`config.mk`:
```
export PLATFORM = sky130hd
export DESIGN_NAME = fifo_single_clock
export DESIGN_NICKNAME = d
export VERILOG_FILES = /design/src/rtl/fifo_pkg.sv /design/src/rtl/fifo_mem.sv /design/src/rtl/fifo_single_clock.sv
export SDC_FILE = /design/constraint.sdc
export NUM_CORES = 1
export LEC_CHECK = 0
export CORE_ASPECT_RATIO = 0.75
export CORE_MARGIN = 10
export CORE_UTILIZATION = 50
export DETAILED_ROUTE_END_ITERATION = 7
export PLACE_DENSITY = 0.62
export SYNTH_ARGS = -nofsm -noshare
export SYNTH_HDL_FRONTEND = slang
export SYNTH_HIERARCHICAL = 1
export SYNTH_SLANG_ARGS = --single-unit
```
`constraint.sdc`:
```
create_clock -name clk -period 3.2 [get_ports clk]
set_input_delay 0.48 -clock clk [delete_from_list [all_inputs] [get_ports clk]]
set_output_delay 0.48 -clock clk [all_outputs]
set_load 0.005 [all_outputs]
```
`src/rtl/fifo_pkg.sv`:
```
// Shared geometry defaults for the single-clock FIFO.
// The pointer width is derived here so every user agrees on it.
package fifo_pkg;

    localparam int FIFO_WIDTH = 16;
    localparam int FIFO_DEPTH = 64;
    localparam int FIFO_AW    = $clog2(FIFO_DEPTH);

endpackage : fifo_pkg

```
`src/rtl/fifo_mem.sv`:
```
// Dual-port storage array for the FIFO: synchronous write, registered read.
// Only the read-data register is reset; the array contents are left as they are.
module fifo_mem
    import fifo_pkg::*;
#(
    parameter int WIDTH = FIFO_WIDTH,
    parameter int DEPTH = FIFO_DEPTH,
    localparam int AW   = $clog2(DEPTH)
) (
    input  logic             clk_i,
    input  logic             rst_i,
    input  logic             wr_en_i,
    input  logic [AW-1:0]    wr_addr_i,
    input  logic [WIDTH-1:0] wr_data_i,
    input  logic             rd_en_i,
    input  logic [AW-1:0]    rd_addr_i,
    output logic [WIDTH-1:0] rd_data_o
);

    logic [WIDTH-1:0] mem_q [DEPTH];
    logic [WIDTH-1:0] rd_data_q;
    logic [WIDTH-1:0] rd_data_d;

    always_ff @(posedge clk_i) begin
        if (wr_en_i) begin
            mem_q[wr_addr_i] <= wr_data_i;
        end
    end

    // The read register holds its value on every cycle without an accepted read.
    always_comb begin
        rd_data_d = rd_data_q;
        if (rd_en_i) begin
            rd_data_d = mem_q[rd_addr_i];
        end
    end

    always_ff @(posedge clk_i) begin
        if (rst_i) begin
            rd_data_q <= '0;
        end else begin
            rd_data_q <= rd_data_d;
        end
    end

    assign rd_data_o = rd_data_q;

endmodule : fifo_mem

```
`src/rtl/fifo_single_clock.sv`:
```
// Single-clock synchronous FIFO with registered read data and full/empty flags.
// Pointer/counter control lives here; storage lives in fifo_mem.
module fifo_single_clock
    import fifo_pkg::*;
#(
    parameter int WIDTH = FIFO_WIDTH,
    parameter int DEPTH = FIFO_DEPTH,
    localparam int AW   = $clog2(DEPTH)
) (
    input  logic             clk,
    input  logic             rst,
    input  logic [WIDTH-1:0] buf_in,
    input  logic             wr_en,
    input  logic             rd_en,
    output logic [WIDTH-1:0] buf_out,
    output logic             buf_empty,
    output logic             buf_full
);

    localparam logic [AW:0] CNT_FULL = (AW+1)'(DEPTH);
    localparam logic [AW:0] CNT_ONE  = (AW+1)'(1);
    localparam logic [AW-1:0] PTR_ONE = AW'(1);

    logic [AW-1:0] wr_ptr_q, wr_ptr_d;
    logic [AW-1:0] rd_ptr_q, rd_ptr_d;
    logic [AW:0]   cnt_q, cnt_d;
    logic          wr_accept;
    logic          rd_accept;

    // Handshake: a request is a one-cycle enable with no ready/ack. A write is
    // taken when wr_en is high and the FIFO is not full, a read when rd_en is
    // high and it is not empty; anything else is dropped without a trace.
    // When empty, a simultaneous read is refused so the new word is not bypassed.
    assign wr_accept = wr_en && !buf_full;
    assign rd_accept = rd_en && !buf_empty;

    always_comb begin
        wr_ptr_d = wr_ptr_q;
        rd_ptr_d = rd_ptr_q;
        cnt_d    = cnt_q;
        if (wr_accept) begin
            wr_ptr_d = wr_ptr_q + PTR_ONE;
        end
        if (rd_accept) begin
            rd_ptr_d = rd_ptr_q + PTR_ONE;
        end
        case ({wr_accept, rd_accept})
            2'b10:   cnt_d = cnt_q + CNT_ONE;
            2'b01:   cnt_d = cnt_q - CNT_ONE;
            default: cnt_d = cnt_q;
        endcase
    end

    always_ff @(posedge clk) begin
        if (rst) begin
            wr_ptr_q <= '0;
            rd_ptr_q <= '0;
            cnt_q    <= '0;
        end else begin
            wr_ptr_q <= wr_ptr_d;
            rd_ptr_q <= rd_ptr_d;
            cnt_q    <= cnt_d;
        end
    end

    assign buf_empty = (cnt_q == '0);
    assign buf_full  = (cnt_q == CNT_FULL);

    fifo_mem #(
        .WIDTH (WIDTH),
        .DEPTH (DEPTH)
    ) u_mem (
        .clk_i     (clk),
        .rst_i     (rst),
        .wr_en_i   (wr_accept),
        .wr_addr_i (wr_ptr_q),
        .wr_data_i (buf_in),
        .rd_en_i   (rd_accept),
        .rd_addr_i (rd_ptr_q),
        .rd_data_o (buf_out)
    );

    cnt_in_range_a : assert property (@(posedge clk) disable iff (rst) cnt_q <= CNT_FULL);

endmodule : fifo_single_clock

```
==> metrics.md <==
| Metric | Value |
|---|---|
| Clock H-tree levels | 3 |
| CP Capture Type | register |
| Count of antenna-violating nets left after detailed routing | 0 |
| Maximum fanout encountered on the critical timing path | 8 |
| Cell type with the highest aggregate area in the netlist | edfxtp_1 |
| Total of buffers placed on input and output ports | 37 |
| Cell types with the highest counts after synthesis | 1024 x edfxtp_1, 192 x mux2_2, 128 x mux4_2, 86 x nor2_1, 72 x nor2b_1 |
| Category of the critical setup timing path | register to register |
| Placer congestion estimate | 0.814 |
| CTS tree | yes |
| Setup slack of the worst register-to-register path | 0.36 ns |
| Worst Setup Slack post-DPL | 0.198 ns |
| Ratio of routed vias to standard cells | 6.10 |
| Dominant cells by area after synthesis | edfxtp_1 74%, mux4_2 7.0%, mux2_2 5.2%, dfxtp_1 1.7%, a211oi_1 1.2% |
| VDD IR-drop max | 0.484 mV |
| Clock Skew | 0.0243 ns |
| Worst max-slew margin expressed relative to the limit | 0.171 |
| Final Setup Violations | 0 |
| Wire length of the first global-routing pass | 147000 um |
| Top cell type's share of synthesized area | 0.745 |
| Yosys reg bits | 1059 |
| Overall die height | 269 um |
| Count of flip-flops with a built-in enable after synthesis | 1024 |
| Post-layout minimum cycle time | 2.84 ns |
| Cells after synthesis | 2172 |
| Avg Synthesized Cell Area | 19.0 sq um |
| Number of buffers created by CTS | 99 |
| Top flip-flop cell by instance count after synthesis | edfxtp_1 |
| Initial antenna violation count | 3 |
| RSZ-0062 raised after global routing | false |
| Max-cap violations | 0 |
| Die width | 352 um |
| Power share of the combinational group | 0.129 |
| Number of max-slew violations in the final report | 0 |
| Total power density per cell area | 664 nW/um^2 |
| Clock slew seen by the registers of the worst setup and hold paths | 0.06 ns |
| Gates resized, CTS repair | 0 |
| Final period utilization | 0.886 |
| Critical path arrival | 3.42 ns |
| Number of buffers on the longest clock path | 3 |
| Worst-case setup margin in the final layout | 0.363 ns |
| Number of global-route vias before repair | 21.0k |
| Dominant cell by count in the synthesized netlist | edfxtp_1 |
| Timing startpoint of the critical path | cnt_q[3]$_SDFFE_PP0P_ |
| Placed cells | 3329 |
| Highest Clock Rate | 0.353 GHz |
| Final setup TNS | 0 ns |
| Proportion of power drawn by flip-flops and latches | 0.500 |
| Slew at the pin with the worst max-slew slack | 1.24 ns |
| Sequential share of the synthesized area | 0.762 |
| Power dissipated by switching net loads | 7.60 mW |
| Share of cells above drive strength 1 | 0.290 |
| Status | completed |
| Layout filler cell count | 6031 |
| Post-CTS setup-driven buffer insertion count | 0 |
| Power share of the clock group | 0.371 |
| Final Hold Vio Count | 0 |
| Global-route usage over all layers | 0.214 |
| Count of nets after finishing | 2390 |
| CP Data Required Time | 3.78 ns |
| R2r endpoint | cnt_q[6]$_SDFFE_PP0P_ |
| Design Power | 31.4 mW |
| Share of the core filled with cells | 0.578 |
| Length of the first detailed-routing pass in iterations | 5 |
| Final HPWL from detailed placement | 62100 um |
| Type of origin of the critical path | register |
| Clock latency on the worst-skew pair | 0.68 ns |
| Worst hold path type | input pin to register |
| Count of synthesis-stage warnings from yosys | 6 |
| Maximum number of pins on one net before global-route repair | 65 |
| # DRC | 0 |
| Number of cells on the worst reg-to-reg path | 10 |
| Hold-fix buffers, CTS | 0 |
| Netlist area before placement | 41300 sq um |
| Termination of the worst setup path | cnt_q[6]$_SDFFE_PP0P_ |
| Number of standard cells in the final layout excluding fillers | 3518 |
| Grt ovf | 0 |
| Vias | 21.5k |
| Proportion of register bits with asynchronous set or reset after synthesis | 0 |
| Number of ports placed on the die boundary | 38 |
| Core footprint | 82000 sq um |
| Clock tree root buffer cell | clkbuf_16 |
| Post-synthesis cell type count | 57 |
| Routed wire length | 100000 um |
| Cell-internal power | 23.8 mW |
| Start of the worst register-to-register path | cnt_q[3]$_SDFFE_PP0P_ |
| Leakage power summed over all cells | 14.8 nW |
| Total nets after synthesis | 2201 |
| Routed wirelength normalized by instance count | 28.5 um |
| Clock sink count | 1059 |
| P&R area growth vs syn | 14.7% |
| Sw Share | 0.242 |
| Violation count after the first detailed-routing iteration | 2365 |
| Initial standard-cell utilization of the core | 0.504 |
| Placement Rows | 91 |
| Die area | 94600 sq um |
-- critical path, stage by stage, from the launching register on --
cell and delay, ns:
dfxtp_1 0.35, nor4_4 0.46, a31o_2 0.30, inv_1 0.10, ha_1 0.22, buf_4 0.18
ha_1 0.37, o21ai_0 0.12, a21oi_1 0.30, nor2_1 0.10, nor4b_1 0.24
-- registers in the layout, indices dropped and copies added (netlist names) --
name and flops:
u_mem/mem_q 1024, u_mem/rd_data_o 16, cnt_q 7, rd_ptr_q 6
wr_ptr_q 6
-- power by group through the flow --
stage | Sequential (mW) | Combinational [mW] | Clock (mW)
after global routing | 15.7 | 4.31 | 12.5
after detailed placement | 16.0 | 4.06 | 0
after global placement | 16.0 | 4.01 | 0
after floorplan | 15.8 | 2.13 | 0
final | 15.7 | 4.06 | 11.7
after CTS | 15.7 | 4.08 | 11.9
-- stage by stage --
stage	hold slack, ns	instance area (sq um)
floorplan	0.458	41300
global placement	0.488	44100
detailed placement	0.490	44100
CTS	0.103	47400
global route	0.102	47400
finish	0.126	47400
-- how the worst min path moves through the flow --
stage / depth (start not counted) / endpoint / from / slack, ns
after floorplan: 2 / cnt_q[2]$_SDFFE_PP0P_ / cnt_q[2]$_SDFFE_PP0P_ / 0.46
after global placement: 2 / cnt_q[2]$_SDFFE_PP0P_ / cnt_q[2]$_SDFFE_PP0P_ / 0.49
after detailed placement: 2 / cnt_q[2]$_SDFFE_PP0P_ / cnt_q[2]$_SDFFE_PP0P_ / 0.49
after CTS: 1 / u_mem/mem_q[45][1]$_DFFE_PP_ / buf_in[1] / 0.10
after global routing: 1 / u_mem/mem_q[49][1]$_DFFE_PP_ / buf_in[1] / 0.10
final: 1 / u_mem/mem_q[45][1]$_DFFE_PP_ / buf_in[1] / 0.13
-- metal layers --
| metal | wire, um | GRT usage |
|---|---|---|
| met1 | 45100 | 0.329 |
| met2 | 43600 | 0.306 |
| met3 | 9150 | 0.0494 |
| met4 | 2360 | 0.0548 |
| met5 | 32 | 0 |
-- kinds of logic after synthesis --
family / after synthesis / synth area share
buffers and inverters: 138 / 0.0157
flip-flops: 1059 / 0.762
XOR/XNOR: 8 / 0.00170
AO/OA/AOI/OAI: 334 / 0.0558
adder cells (fa/ha/maj): 9 / 0.00291
AND/OR/NAND/NOR: 301 / 0.0388
multiplexers: 323 / 0.123
-- layout make-up --
class                      count  area [sq um]  share of cell area
clock inverter                55           483              0.0102
antenna                        4          10.0            0.000211
sequential                  1059         31500               0.664
tap                         1069          1340              0.0282
inverter                      11          41.3            0.000872
multi-input combinational    975          9220               0.195
clock buffer                 130          2770              0.0585
timing repair buffer         215          2050              0.0432
-- cell usage in the layout, fill, tap and decap left out, types with 4 or more instances in the layout --
cell type / synthesis / routed
nor3_1: 68 / 66
ha_1: 8 / 8
o22ai_1: 64 / 64
clkinv_1: 0 / 13
buf_2: 39 / 17
nor2b_1: 72 / 71
clkbuf_8: 0 / 9
a211oi_1: 64 / 64
or3_1: 4 / 4
or3b_2: 18 / 18
bufinv_16: 0 / 7
nor2_1: 86 / 80
mux4_2: 128 / 128
a22o_1: 32 / 32
o221ai_1: 17 / 17
mux2_2: 192 / 192
diode_2: 0 / 4
xnor2_1: 5 / 5
buf_4: 4 / 144
dfxtp_1: 35 / 33
nand2_1: 19 / 19
a22oi_1: 32 / 32
o31ai_1: 33 / 33
clkbuf_1: 62 / 18
buf_12: 0 / 34
nand3_1: 11 / 11
clkdlybuf4s50_1: 0 / 20
inv_1: 10 / 10
clkbuf_16: 0 / 103
edfxtp_1: 1024 / 1024
clkinv_2: 0 / 26
nor2_2: 0 / 6
o21ai_0: 70 / 70
a21oi_1: 10 / 10
Note: power is estimated with default switching activity, not from simulation.
==> edit (same flow settings) <==
One comparison of `cnt_q` changes from == to >=.
--- a/src/rtl/fifo_single_clock.sv
+++ b/src/rtl/fifo_single_clock.sv
@@ -64,7 +64,7 @@
     end
 
     assign buf_empty = (cnt_q == '0);
-    assign buf_full  = (cnt_q == CNT_FULL);
+    assign buf_full  = (cnt_q >= CNT_FULL);
 
     fifo_mem #(
         .WIDTH (WIDTH),
Check against the original RTL: no difference found for any inputs over 4 cycles, from zero or initial values and one cycle with rst high; that may be too few to reach the edited logic, so the function may still have changed.
==> edit against the original RTL <==
  * Total power up 0.34%
  * Critical endpoint is now cnt_q[5]
  * Largest cell class unchanged
  * Non-clock buffer count up 26
  * Highest routed layer unchanged
  * Area after synthesis about the same
  * Final area down 0.30%
  * Setup slack worse by 0.29 ns
  * Sequential cell count unchanged
  * Routed wire length up 3.0%
  * Global-route usage up 0.49 points
==> edit: results (changes against the original RTL) <==
- Status: complete, no violations
- Initial antenna violation count: 5 (+2)
- Worst slew pin tran: 1.14 ns (-0.106 ns)
- Cell count after synthesis: 2155 (-0.78%)
- GRT Overall Usage: 21.9% (+0.49 points)
- Via density: 6.15 (+0.80%)
- Largest net degree at the start of global routing: 110 (+69%)
- Leak pwr: 14.8 nW (+0.29%)
- CP Launch Point: cnt_q[2]
- Worst r2r path cells: 9 (-1)
- Routability cong.: 0.843 (+3.5%)
- Placed instance area: 44000 sq um (-0.26%)
- Synth Flop Type: edfxtp_1
- Setup Skew: 0.0459 ns (+0.0216 ns)
- HP Start: buf_in[3]
- Max rail drop VDD: 0.481 mV (-0.51%)
- Post CTS Setup Buffer Count: 0 (unchanged)
- Library cells used by synthesis: 54 (-5.3%)
- P_int: 23.8 mW (about the same)
- Top cells by area, synth: edfxtp_1, mux4_2, mux2_2
- First-pass GRT wire length: 149000 um (+1.5%)
- CP delay by family, top: compound AO/OA/AOI/OAI gates
- Synth cell count leaders: edfxtp_1, mux2_2, mux4_2
- FF-to-FF End: cnt_q[5]
- Area added between synthesis and finish: 14.5%
- WP data arrival: 3.71 ns (+0.29 ns)
- Worst hold slack: 0.235 ns (+0.109 ns)
- NetSw: 7.70 mW (+1.4%)
- Initial DRT Pass Iterations: 6 (+1)
- Placed cell count: 3334 (+0.15%)
- CP max-delay cell: or4_4
- Max stage delay on crit path: 0.61 ns (+0.15 ns)
- Final wirelength: 103000 um (+3.0%)
- HPWL Detailed: 65700 um (+5.8%)
- Share of post-route cells with drive strength above 1: 29.1% (+0.13 points)
- Place WS: 0.0562 ns (-0.142 ns)
edit: cell families (layout without fill, tap and decap cells):
| logic type | count (synthesis) | after routing | synth area share (%) |
|---|---|---|---|
| AND/OR/NAND/NOR | 292 | 292 | 3.82 |
| flip-flops | 1059 | 1059 | 76.3 |
| AO/OA/AOI/OAI | 324 | 324 | 5.48 |
| XOR/XNOR | 13 | 13 | 0.276 |
| multiplexers | 323 | 323 | 12.3 |
| adder cells (fa/ha/maj) | 9 | 9 | 0.291 |
| buffers and inverters | 135 | 431 | 1.57 |
edit: metal layers:
layer  vias to the layer above  share of wire (%)  GRT usage (%)
li1                       9259                  -              -
met1                     11300                 44           33.1
met2                       905                 44           32.0
met3                       153                8.9           4.92
met4                         8                2.3           5.50
met5                         -               0.18           1.15
edit: final cells by class:
class,count,area (sq um)
Clock buffer,132,2670
Sequential cell,1059,31500
Clock inverter,54,563
Tap cell,1069,1340
Inverter,4,15.0
Multi-Input combinational cell,961,9170
Timing Repair Buffer,241,2000
Fill cell,6120,34800
